`config.mk`:
```
export PLATFORM = sky130hd
export DESIGN_NAME = gb_apu_i2s_out
export DESIGN_NICKNAME = d
export VERILOG_FILES = /design/src/rtl/gb_apu_i2s_out.sv
export SDC_FILE = /design/constraint.sdc
export NUM_CORES = 1
export LEC_CHECK = 0
export ABC_AREA = 1
export CAP_MARGIN = 20
export CORE_MARGIN = 5
export CORE_UTILIZATION = 60
export DETAILED_ROUTE_END_ITERATION = 8
export PLACE_DENSITY = 0.77
export SETUP_SLACK_MARGIN = 0.3
export SYNTH_ARGS = -nofsm -noshare
export SYNTH_HDL_FRONTEND = slang
export SYNTH_SLANG_ARGS = --single-unit
```
`constraint.sdc`:
```
create_clock -name CLK -period 8 [get_ports CLK]
set_input_delay 1.6 -clock CLK [delete_from_list [all_inputs] [get_ports CLK]]
set_output_delay 1.6 -clock CLK [all_outputs]
set_load 0.01 [all_outputs]
```
`src/rtl/gb_apu_i2s_out.sv`:
```
// gb_apu_i2s_out: FIFO-buffered 24-bit stereo I2S serialiser for the GBC audio mixer.
// An empty FIFO at frame start mutes that frame and raises a one-cycle Underrun pulse.
module gb_apu_i2s_out #(
  parameter int FifoDepth      = 16,
  parameter int BclkHalfPeriod = 8
) (
  input  logic                         CLK,
  input  logic                         RST_n,
  input  logic                         Enable,
  input  logic                         SampleValid,
  input  logic [23:0]                  SampleLeft,
  input  logic [23:0]                  SampleRight,
  output logic                         SampleReady,
  output logic [$clog2(FifoDepth):0]   Level,
  output logic                         Underrun,
  output logic                         BCLK,
  output logic                         LRCLK,
  output logic                         SDATA
);

  localparam int AW = $clog2(FifoDepth);
  localparam int LW = AW + 1;
  localparam int DW = $clog2(BclkHalfPeriod);
  localparam logic [LW-1:0] LevelFull = LW'(FifoDepth);
  localparam logic [DW-1:0] DivLast   = DW'(BclkHalfPeriod - 1);
  localparam logic [0:0]    StIdle    = 1'b0;
  localparam logic [0:0]    StRun     = 1'b1;

  logic [47:0]   mem_q [FifoDepth];
  logic [AW-1:0] wr_ptr_q, wr_ptr_d, rd_ptr_q, rd_ptr_d;
  logic [LW-1:0] level_q, level_d;
  logic [0:0]    state_q, state_d;
  logic [DW-1:0] div_q, div_d;
  logic [5:0]    bit_q, bit_d;
  logic [23:0]   left_q, left_d, right_q, right_d;
  logic          bclk_q, bclk_d, lrclk_q, lrclk_d, sdata_q, sdata_d;
  logic          underrun_q, underrun_d;
  logic          push_s, pop_s, fifo_empty_s, frame_start_s;
  logic [5:0]    bit_nxt_s;

  assign push_s       = SampleValid && (level_q != LevelFull);
  assign fifo_empty_s = (level_q == {LW{1'b0}});
  assign pop_s        = frame_start_s && !fifo_empty_s;
  assign bit_nxt_s    = bit_q + 6'd1;

  assign SampleReady = (level_q != LevelFull);
  assign Level       = level_q;
  assign Underrun    = underrun_q;
  assign BCLK        = bclk_q;
  assign LRCLK       = lrclk_q;
  assign SDATA       = sdata_q;

  // FIFO pointer and occupancy next-state
  always_comb begin
    wr_ptr_d = wr_ptr_q;
    rd_ptr_d = rd_ptr_q;
    level_d  = level_q;
    if (push_s) begin
      wr_ptr_d = wr_ptr_q + AW'(1);
    end else begin
      wr_ptr_d = wr_ptr_q;
    end
    if (pop_s) begin
      rd_ptr_d = rd_ptr_q + AW'(1);
    end else begin
      rd_ptr_d = rd_ptr_q;
    end
    case ({push_s, pop_s})
      2'b10:   level_d = level_q + LW'(1);
      2'b01:   level_d = level_q - LW'(1);
      default: level_d = level_q;
    endcase
  end

  // Bit-clock divider, slot sequencing and frame-start loading
  always_comb begin
    state_d       = state_q;
    div_d         = div_q;
    bclk_d        = bclk_q;
    bit_d         = bit_q;
    lrclk_d       = lrclk_q;
    sdata_d       = sdata_q;
    left_d        = left_q;
    right_d       = right_q;
    underrun_d    = 1'b0;
    frame_start_s = 1'b0;
    case (state_q)
      StIdle: begin
        div_d   = {DW{1'b0}};
        bclk_d  = 1'b0;
        bit_d   = 6'd0;
        lrclk_d = 1'b0;
        sdata_d = 1'b0;
        if (Enable) begin
          state_d       = StRun;
          frame_start_s = 1'b1;
        end else begin
          state_d = StIdle;
        end
      end
      StRun: begin
        if (div_q != DivLast) begin
          div_d = div_q + DW'(1);
        end else begin
          div_d  = {DW{1'b0}};
          bclk_d = ~bclk_q;
          if (!bclk_q) begin
            bit_d = bit_q;
          end else if (bit_q == 6'd63) begin
            // Enable is only honoured here so a frame is never cut short
            bit_d   = 6'd0;
            lrclk_d = 1'b0;
            sdata_d = 1'b0;
            if (Enable) begin
              frame_start_s = 1'b1;
            end else begin
              state_d = StIdle;
            end
          end else begin
            bit_d   = bit_nxt_s;
            lrclk_d = bit_nxt_s[5];
            if (bit_nxt_s <= 6'd24) begin
              {sdata_d, left_d} = {left_q, 1'b0};
            end else if ((bit_nxt_s >= 6'd33) && (bit_nxt_s <= 6'd56)) begin
              {sdata_d, right_d} = {right_q, 1'b0};
            end else begin
              sdata_d = 1'b0;
            end
          end
        end
      end
      default: begin
        state_d = StIdle;
      end
    endcase
    if (frame_start_s) begin
      if (fifo_empty_s) begin
        left_d     = 24'd0;
        right_d    = 24'd0;
        underrun_d = 1'b1;
      end else begin
        {left_d, right_d} = mem_q[rd_ptr_q];
      end
    end else begin
      underrun_d = 1'b0;
    end
  end

  // Sample storage
  always_ff @(posedge CLK) begin
    if (push_s) begin
      mem_q[wr_ptr_q] <= {SampleLeft, SampleRight};
    end
  end

  // State registers with synchronous active-low reset
  always_ff @(posedge CLK) begin
    if (!RST_n) begin
      wr_ptr_q   <= {AW{1'b0}};
      rd_ptr_q   <= {AW{1'b0}};
      level_q    <= {LW{1'b0}};
      state_q    <= StIdle;
      div_q      <= {DW{1'b0}};
      bit_q      <= 6'd0;
      left_q     <= 24'd0;
      right_q    <= 24'd0;
      bclk_q     <= 1'b0;
      lrclk_q    <= 1'b0;
      sdata_q    <= 1'b0;
      underrun_q <= 1'b0;
    end else begin
      wr_ptr_q   <= wr_ptr_d;
      rd_ptr_q   <= rd_ptr_d;
      level_q    <= level_d;
      state_q    <= state_d;
      div_q      <= div_d;
      bit_q      <= bit_d;
      left_q     <= left_d;
      right_q    <= right_d;
      bclk_q     <= bclk_d;
      lrclk_q    <= lrclk_d;
      sdata_q    <= sdata_d;
      underrun_q <= underrun_d;
    end
  end

endmodule

```
==> results.md, run 1 <==
- Wire per inst: ~23 um
- VDD IR-drop max: 220 uV
- Die Span Y: 246 um
- CP Max Fanout: 53
- M1 WL: 31100 um
- Post-CTS setup buffer count: 0
- Ys Warns: 0
- Syn Inst Count: 2617
- Register area share after synthesis: 0.739
- 1st-iter DRT viols: roughly 3000
- CTS Buf Count: 84
- Drt drc: 0
- Total track usage: 0.260
- Commonest non-fill, non-tap cell in the layout: edfxtp_1
- Final setup viols: 0
- # resized after CTS: 0
- Worst-path cell chain: clkdlybuf4s50_1, inv_1, nor2_1, nand2_1, nand2_1, nand2_1, inv_2, ha_1, xor2_1, ha_1, inv_1, nand2_1, nand2_1, nand2_1, nand2_1, nand2_1, nand2_1, a21oi_1
- CP Data Required Time: 8.56 ns
- Final Skew: 0.0270 ns
- RSZ-0062 raised after global routing: false
- Ratio of cells with drive above 1 in the final layout: 0.0702
- Vias in the first global route: 21200
- Largest family of logic cells by synthesized area: compound AO/OA/AOI/OAI gates
- Max Transition Viols Final: 0
- Pre-antenna DRT Iters: 7
- Clock slew at reported path FFs: 0.07 ns
- Most frequent cells in the layout: edfxtp_1 (768), nor2_1 (547), o21ai_0 (371), o211ai_1 (147), o21ai_1 (115)
- Simple-gate share of the synthesized area: 0.0889
- DR WL met2: 37400 um
- Area Growth Syn to Fin: 11.2%
- Worst path most repeated cell: nand2_1
- Worst setup EP type: flip-flop
- CTS sink count: about 850
- CORE AREA: between 50000 and 60000 um2
- Hold crit path type: reg2reg
- Slew @ Worst Pin: 1.09 ns
- First-pass GRT wire length: between 100000 and 150000 um
- Hold_sp: div_q[0]$_SDFF_PN0_
- Layout Cells excl Fill: 3428
- Register bit total from synthesis: roughly 850
- Post-DP HPWL: around 40000 um
- Ys async rst share: 0
- Die ar.: 60400 um2
- Final Hold Viols: 0
- Placed cell count: between 3000 and 4000
- FF/Latch Area: 24600 um2
- Max-Cap Viols: 0
- Hold Buf Count CTS: 0
- Critical Path Source Type: primary input
- Leakage power: 11.9 nW
- Critical path class: in2reg
- Total number of vias: approximately 22000
- Latest clock arrival within the worst-skew pair: 0.64 ns
- Layout Nets: 2678
- Critical path arrival: 4.81 ns
- Final wirelength: about 79000 um
- Synth Area in Compound Gates: 0.138
- Antenna violations before repair: 1
- Met3 wire length: 7850 um
- Slew HR: 0.275
- Pwr/cell area: about 280 nW/um2
- Top sig layer: met4
- Syn Nets: 2681
- Primary FF master, synth: edfxtp_1
- Synth Area in Adders: 0.00451
- Netlist cell types: 36
- CTS tree: built
- Minimum clock period: 4.25 ns
- CTS root buf: clkbuf_16
- Final Cycle Share: 0.532
- GRT overflow: 0
- H-tree Lvls: 3
- Slowest stage cell, crit path: inv_2
- Post-synth EDFFs: 768
- CP startpoint: Enable
- Setup TNS: 0 ns
- Xor and xnor fraction of the mapped netlist area: 0.00237
- Vias per inst: between 6 and 7
- Initial core utilization: 0.605
- Mapped cell area: 33300 um2
- GP Congestion: 0.887
- Fillers: 3792
- Outcome: finished clean
- Port-buffer cells: 61
- Area of the multi-input gates: 7900 um2
- Routed Antenna Nets: 0
- Post-synthesis mux area share: 0
- Fmax: between 200 and 250 MHz
- Largest net degree at the start of global routing: between 100 and 150
- Delay of the slowest critical-path stage: 0.70 ns
- Longest Clk Path Bufs: 3
- # rows: 86
- Die W: roughly 250 um
- Mean Syn Cell Area: 12.7 um2
- I/O Pins: just over 60
## routing by layer
metal  up-vias  GRT usage
li1       9697          -
met1     10600      0.365
met2      1184      0.414
met3       184     0.0484
met4         0     0.0926
met5         -          0
## power breakdown
group | total, W | switching [W] | internal (W)
Sequential | 0.00503 | 0.000102 | 0.00493
Clock | 0.00372 | 0.00164 | 0.00208
Combinational | 0.00156 | 0.00110 | 0.000453
Total | 0.0103 | 0.00284 | 0.00747
## sequential cells by signal, indices dropped and copies added, names as in the netlist, named ones only
name	flops
mem_q	768
SDATA	1
left_q	24
Level	5
wr_ptr_q	4
div_q	3
Underrun	1
BCLK	1
state_q	1
rd_ptr_q	4
right_q	24
bit_q	6
## layout make-up
class / count / share of cell area
Multi-Input combinational cell: 1559 / 0.213
Sequential cell: 846 / 0.665
Antenna cell: 1 / 0.0000675
Clock inverter: 48 / 0.00979
Clock buffer: 103 / 0.0608
Tap cell: 748 / 0.0253
Inverter: 31 / 0.00348
Timing Repair Buffer: 92 / 0.0226
## cell usage after synthesis, types with 3 or more instances
cell	n	area (um2)
a22oi_1	45	338
inv_2	4	15.0
nand3_1	67	335
o22ai_1	5	31.3
buf_1	11	41.3
o211ai_1	147	1100
nor2_1	563	2110
nand2_1	104	390
a21oi_1	59	295
o21ai_1	115	576
o21ai_0	371	1860
nand4_1	4	25.0
clkbuf_1	99	372
inv_1	25	93.8
dfxtp_1	78	1560
ha_1	12	150
o221ai_1	42	368
xor2_1	7	61.3
buf_6	3	33.8
edfxtp_1	768	23100
buf_4	6	45.0
buf_2	62	310
## path summary, 6_finish.rpt
path                            cells after the start                      to  slack [ns]
worst max register to register                      8  left_q[8]$_SDFFE_PN0P_        3.99
worst max-delay path                               18   Level[4]$_SDFFE_PN0P_        3.75
worst min register to register                      1     div_q[0]$_SDFF_PN0_        0.43
worst min-delay path                                1     div_q[0]$_SDFF_PN0_        0.43
## critical path: cells and delay by family
family                     cells  cell delay [ns]
buffers and inverters          4             1.27
and+or+nand+nor               10             0.93
adders and majority gates      2             0.63
xor gates and xnor gates       1             0.25
AOI/OAI and AO/OA              1             0.12
## kinds of logic (layout without fill, tap and decap cells)
kind of cell    after synthesis  after routing
buf+inv                     212            274
simple gates                751            751
xor+xnor                      9              9
other cells                   0              1
compound gates              787            787
fa+ha+maj                    12             12
flops                       846            846
## through the flow
step	total power [W]	setup WS (ns)	util	hold WS [ns]	instance area, um2
floorplan	0.00615	3.54	-	0.397	33300
global placement	0.00658	3.37	0.625	0.404	34400
detailed placement	0.00665	3.23	0.625	0.409	34400
CTS	0.0103	3.89	0.673	0.425	37100
global route	0.0107	3.57	0.673	0.443	37100
finish	0.0103	3.75	0.673	0.426	37100
(Power assumes the default switching activity.)
==> run 2, diff against run 1 <==
Clock period 8 ns to 4.45 ns, I/O delays scaled along.
==> results.md, run 2 (synthesis gave the netlist of run 1 again) <==
- Outcome: complete, but fails checks (was finished clean)
- Failing checks: slew limit
- CTS sink count: 846 (unchanged)
- Area Growth Syn to Fin: 12.1% (was 11.2%)
- Latest clock arrival within the worst-skew pair: 0.64 ns (about the same)
- CP Max Fanout: 246 (was 53)
- H-tree Lvls: 3 (unchanged)
- CTS Buf Count: 83 (was 84)
- Top Registers: mem_q: 768 flops, left_q: 24 flops, right_q: 24 flops (unchanged)
- Layout Cells excl Fill: 3444 (was 3428)
- CTS tree: built (unchanged)
- Placed cell count: 3293 (was 3276)
- Post-CTS setup buffer count: 0 (unchanged)
- GP Congestion: 0.863 (was 0.887)
- Vias per inst: 6.27 (was 6.31)
- # resized after CTS: 0 (unchanged)
- RSZ-0062 raised after global routing: false (unchanged)
- Largest register by flop count: mem_q (unchanged)
- GRT overflow: 0 (unchanged)
- Crit path max-delay family: compound AO/OA/AOI/OAI gates (was buffers and inverters)
- Vias in the first global route: 21400 (was 21200)
- Routed Antenna Nets: 0 (unchanged)
- Largest net degree at the start of global routing: 247 (was 103)
- Port-buffer cells: 61 (unchanged)
- Commonest non-fill, non-tap cell in the layout: edfxtp_1 (unchanged)
- Most frequent cells in the layout: edfxtp_1 (768), nor2_1 (547), o21ai_0 (371), o211ai_1 (147), o21ai_1 (115) (unchanged)
- CP Data Required Time: 5.02 ns (was 8.56 ns)
- Worst setup margin: 1.59 ns (was 3.75 ns)
- Pre-antenna DRT Iters: 5 (was 7)
- Dpl ws: 1.20 ns (was 3.23 ns)
- Antenna violations before repair: 1 (unchanged)
- Critical path arrival: 3.42 ns (was 4.81 ns)
- Critical path class: reg2reg (was in2reg)
- Slew HR: -0.189 (was 0.275)
- Reg2Reg Setup Slack: 1.59 ns (was 3.99 ns)
- Largest register FFs: 768 (unchanged)
- Die Span Y: 246 um (unchanged)
- Minimum clock period: approximately 2.9 ns
- Longest Clk Path Bufs: 3 (unchanged)
- Initial core utilization: 0.605 (unchanged)
- Layout Nets: 2694 (was 2678)
- Slew @ Worst Pin: 1.78 ns (was 1.09 ns)
- Clk pwr share: 0.368 (was 0.361)
- Sw frac: 0.269 (was 0.276)
- Cell internal pwr: 0.0137 W (was 0.00747 W)
- VDD IR-drop max: 333 uV (was 220 uV)
- Worst setup EP type: flip-flop (unchanged)
- Total Power: 0.0187 W (was 0.0103 W)
- Combinational share of power: 0.153 (was 0.151)
- Hold Buf Count CTS: 0 (unchanged)
- Hold Path End: div_q[0]$_SDFF_PN0_ (unchanged)
- Slowest stage cell, crit path: buf_12 (was inv_2)
- Critical Path Source Type: flip-flop (was primary input)
- Reg2Reg Depth: 7 (was 8)
- CORE AREA: 55100 um2 (unchanged)
- Die W: 246 um (unchanged)
- Final setup viols: 0 (unchanged)
- Buf/Inv on CP: 1 (was 4)
- Hold crit path type: reg2reg (unchanged)
- Wire per inst: 23.2 um (was 23.0 um)
- Worst path most repeated cell: nand2_1 (unchanged)
- Ratio of cells with drive above 1 in the final layout: 0.0757 (was 0.0702)
- Setup TNS: 0 ns (unchanged)
- Pwr/cell area: 502 nW/um2 (was 278 nW/um2)
- Die ar.: 60400 um2 (unchanged)
- Final Cycle Share: 0.642
- Max-Cap Viols: 0 (unchanged)
- # rows: 86 (unchanged)
- Delay of the slowest critical-path stage: 0.41 ns (was 0.70 ns)
- Critical R2R Capture: right_q[1]$_SDFFE_PN0P_ (was left_q[8]$_SDFFE_PN0P_)
- Final Skew: 0.0252 ns (was 0.0270 ns)
- Drt drc: 0 (unchanged)
- Post-DP HPWL: 40800 um (was 40400 um)
- Final Hold Viols: 0 (unchanged)
- 1st-iter DRT viols: 2614 (was 2992)
- Fmax: 350 MHz
- I/O Pins: 62 (unchanged)
- CTS root buf: clkbuf_16 (unchanged)
- Switch Pwr: 0.00504 W (was 0.00284 W)
- First-pass GRT wire length: 123000 um (was 122000 um)
- Worst-path cell chain: buf_12, o21ai_0, o221ai_1, nand3_1, nand2_1, nand2_1, a21oi_1 (was clkdlybuf4s50_1, inv_1, nor2_1, nand2_1, nand2_1, nand2_1, inv_2, ha_1, xor2_1, ha_1, inv_1, nand2_1, nand2_1, nand2_1, nand2_1, nand2_1, nand2_1, a21oi_1)
- Max Transition Viols Final: 132 (was 0)
- Hold path depth: 1 (unchanged)
- Final wirelength: 79800 um (was 78700 um)
- Hold_sp: div_q[0]$_SDFF_PN0_ (unchanged)
- Register share of total power: 0.480 (was 0.488)
- Total track usage: 0.262 (was 0.260)
- Leakage power: 12.1 nW (was 11.9 nW)
- Clock slew at reported path FFs: 0.06 ns (was 0.07 ns)
- Total number of vias: 21600 (about the same)
run 2: area by class of cell:
class | instances | area, um2
Antenna cell | 1 | 2.50
Clock buffer | 106 | 2240
Clock inverter | 44 | 438
Fill cell | 3759 | 17700
Inverter | 31 | 126
Multi-Input combinational cell | 1559 | 7900
Sequential cell | 846 | 24600
Tap cell | 748 | 936
Timing Repair Buffer | 109 | 1070
run 2: per-stage QoR:
step / area, um2 / hold WS [ns] / utilization
6_report: 37300 / 0.431 / 0.678
3_3_place_gp: 34700 / 0.404 / 0.629
4_1_cts: 37300 / 0.440 / 0.678
3_5_place_dp: 34700 / 0.433 / 0.629
2_1_floorplan: 33300 / 0.397 / -
5_1_grt: 37300 / 0.458 / 0.678
run 2: how the worst max path moves through the flow:
stage / to / slack [ns] / cells past startpoint
2_1_floorplan: mem_q[11][0]$_DFFE_PP_ / 0.70 / 4
3_3_place_gp: Level[4]$_SDFFE_PN0P_ / 1.21 / 18
3_5_place_dp: mem_q[6][40]$_DFFE_PP_ / 1.20 / 6
4_1_cts: left_q[16]$_SDFFE_PN0P_ / 1.70 / 7
5_1_grt: right_q[22]$_SDFFE_PN0P_ / 1.47 / 9
6_report: right_q[1]$_SDFFE_PN0P_ / 1.59 / 7
run 2: power groups by stage:
stage | combinational, W | sequential (W) | clock [W]
2_1_floorplan | 0.00196 | 0.00911 | 0
3_3_place_gp | 0.00270 | 0.00915 | 0
3_5_place_dp | 0.00280 | 0.00915 | 0
6_report | 0.00286 | 0.00899 | 0.00689
5_1_grt | 0.00314 | 0.00900 | 0.00732
4_1_cts | 0.00283 | 0.00899 | 0.00695
run 2: per-layer routing:
layer  up-vias  track usage  wire, um
met3       177       0.0429      7610
met2      1175        0.432     39200
met5         -            0         0
li1       9716            -         -
met1     10500        0.362     30700
met4         0       0.0894      2290
==> patch (config.mk and constraints of run 2) <==
`BclkHalfPeriod`: 8 -> 16.
--- a/src/rtl/gb_apu_i2s_out.sv
+++ b/src/rtl/gb_apu_i2s_out.sv
@@ -2,7 +2,7 @@
 // An empty FIFO at frame start mutes that frame and raises a one-cycle Underrun pulse.
 module gb_apu_i2s_out #(
   parameter int FifoDepth      = 16,
-  parameter int BclkHalfPeriod = 8
+  parameter int BclkHalfPeriod = 16
 ) (
   input  logic                         CLK,
   input  logic                         RST_n,
Function: no difference found for any inputs over 4 cycles, from zero or initial values and one cycle with RST_n low; that may be too few to reach the edited logic, so the function may still have changed.
==> patch against run 2 <==
  * Synthesized area increased by 6.8%
  * Sequential cell count up 1
  * Critical path depth rose by 9
  * Non-clock buffer count grew 2
  * Register-to-register slack worse by 0.13 ns
  * Power fell by 1.3%
  * Final area up 6.5%
  * Routed wire length up 7.7%
  * Critical path type is now input pin to flip-flop
  * Largest cell class unchanged
  * Setup slack got worse by 0.15 ns
==> patch: results <==
[grt]
grt_max_degree = 162
met2_usage_pct = 44.71
grt_pass1_vias = 24330
grtUsageTotal_pct = 26.65
grt_pass1_wl_mm = 133.9
gr-usage-met1_pct = 35.02
antenna_found_initial = 0
grt_util_met3_pct = 5.322

[critical_path]
reg2regPathDepth = 18
r2r_end = Level[4]
critPathArrivalTime_ns = 3.55
cp_max_fo = 57
cp_slowest_cell = buf_4
rrSetupSlack_ns = 1.46
crit_family = buffers and inverters

[finish]
antenna_cells = 0
nNetsFinal = 3383
drive_gt1_share_pct = 6.440
fin_area_mm2 = 0.03976
fill_cells = 4114
final_cells = 4158

[place]
placed_area_mm2 = 0.03694
pre_cts_ws_ns = 0.8741
dp_hpwl_mm = 46.33
dpl.cell_count = 4005
gp_congestion = 0.8118

[logic_synthesis]
synth.distinct_cells = 32
seq_area_frac_synth_pct = 69.26
synth_common_cells = edfxtp_1 (768), nand2_1 (732), nand3_1 (409), nor2_1 (394), inv_1 (333)
syn_area_per_cell_um2 = 10.74
synthArstFlopShare_pct = 0
ys_top_cells_by_area = edfxtp_1 (65%), nand2_1 (7.7%), nand3_1 (5.8%)

[sta]
tightest_slew_ns = 0.9600
skew_ns = 0.02542
fin_hold_ws_ns = 0.4477
fmax_mhz = 332.4

[power_and_ir_drop]
total_leakage_power_uw = 0.01534
ir_drop_mv = 0.4144

[clock_network]
numCtsBuffers = 84
clk_latency_ns = 0.64

[route]
wl_met3_mm = 7.603
routed_wl_mm = 85.89
drt-met1-wl_mm = 33.48
drt-vias-per-instance = 5.797
wl_met2_mm = 41.79
drt_iter0_drc = 2751

[status]
outcome = complete, no violations
-- patch: power by group --
group          internal (uW)  total (uW)  switching (uW)
clock                   4290        7230            2940
sequential              8850        8960             114
combinational            678        2300            1620
-- patch: kinds of logic (layout without fill, tap and decap cells) --
family	count (synthesis)	count (layout)	share of synthesized area (%)
XOR/XNOR	9	9	0.2215
adder cells (fa/ha/maj)	12	12	0.4219
buffers and inverters	531	604	6.266
flip-flops	847	847	69.26
AND/OR/NAND/NOR	1603	1603	19.09
AO/OA/AOI/OAI	310	310	4.747
-- patch: area by class of cell --
type | count | area share, %
multi-input cells | 1934 | 22.21
flip-flops and latches | 847 | 62.01
inverters | 341 | 3.260
clock inverters | 42 | 1.278
repair buffers | 111 | 3.021
well taps | 773 | 2.432
clock buffers | 110 | 5.793
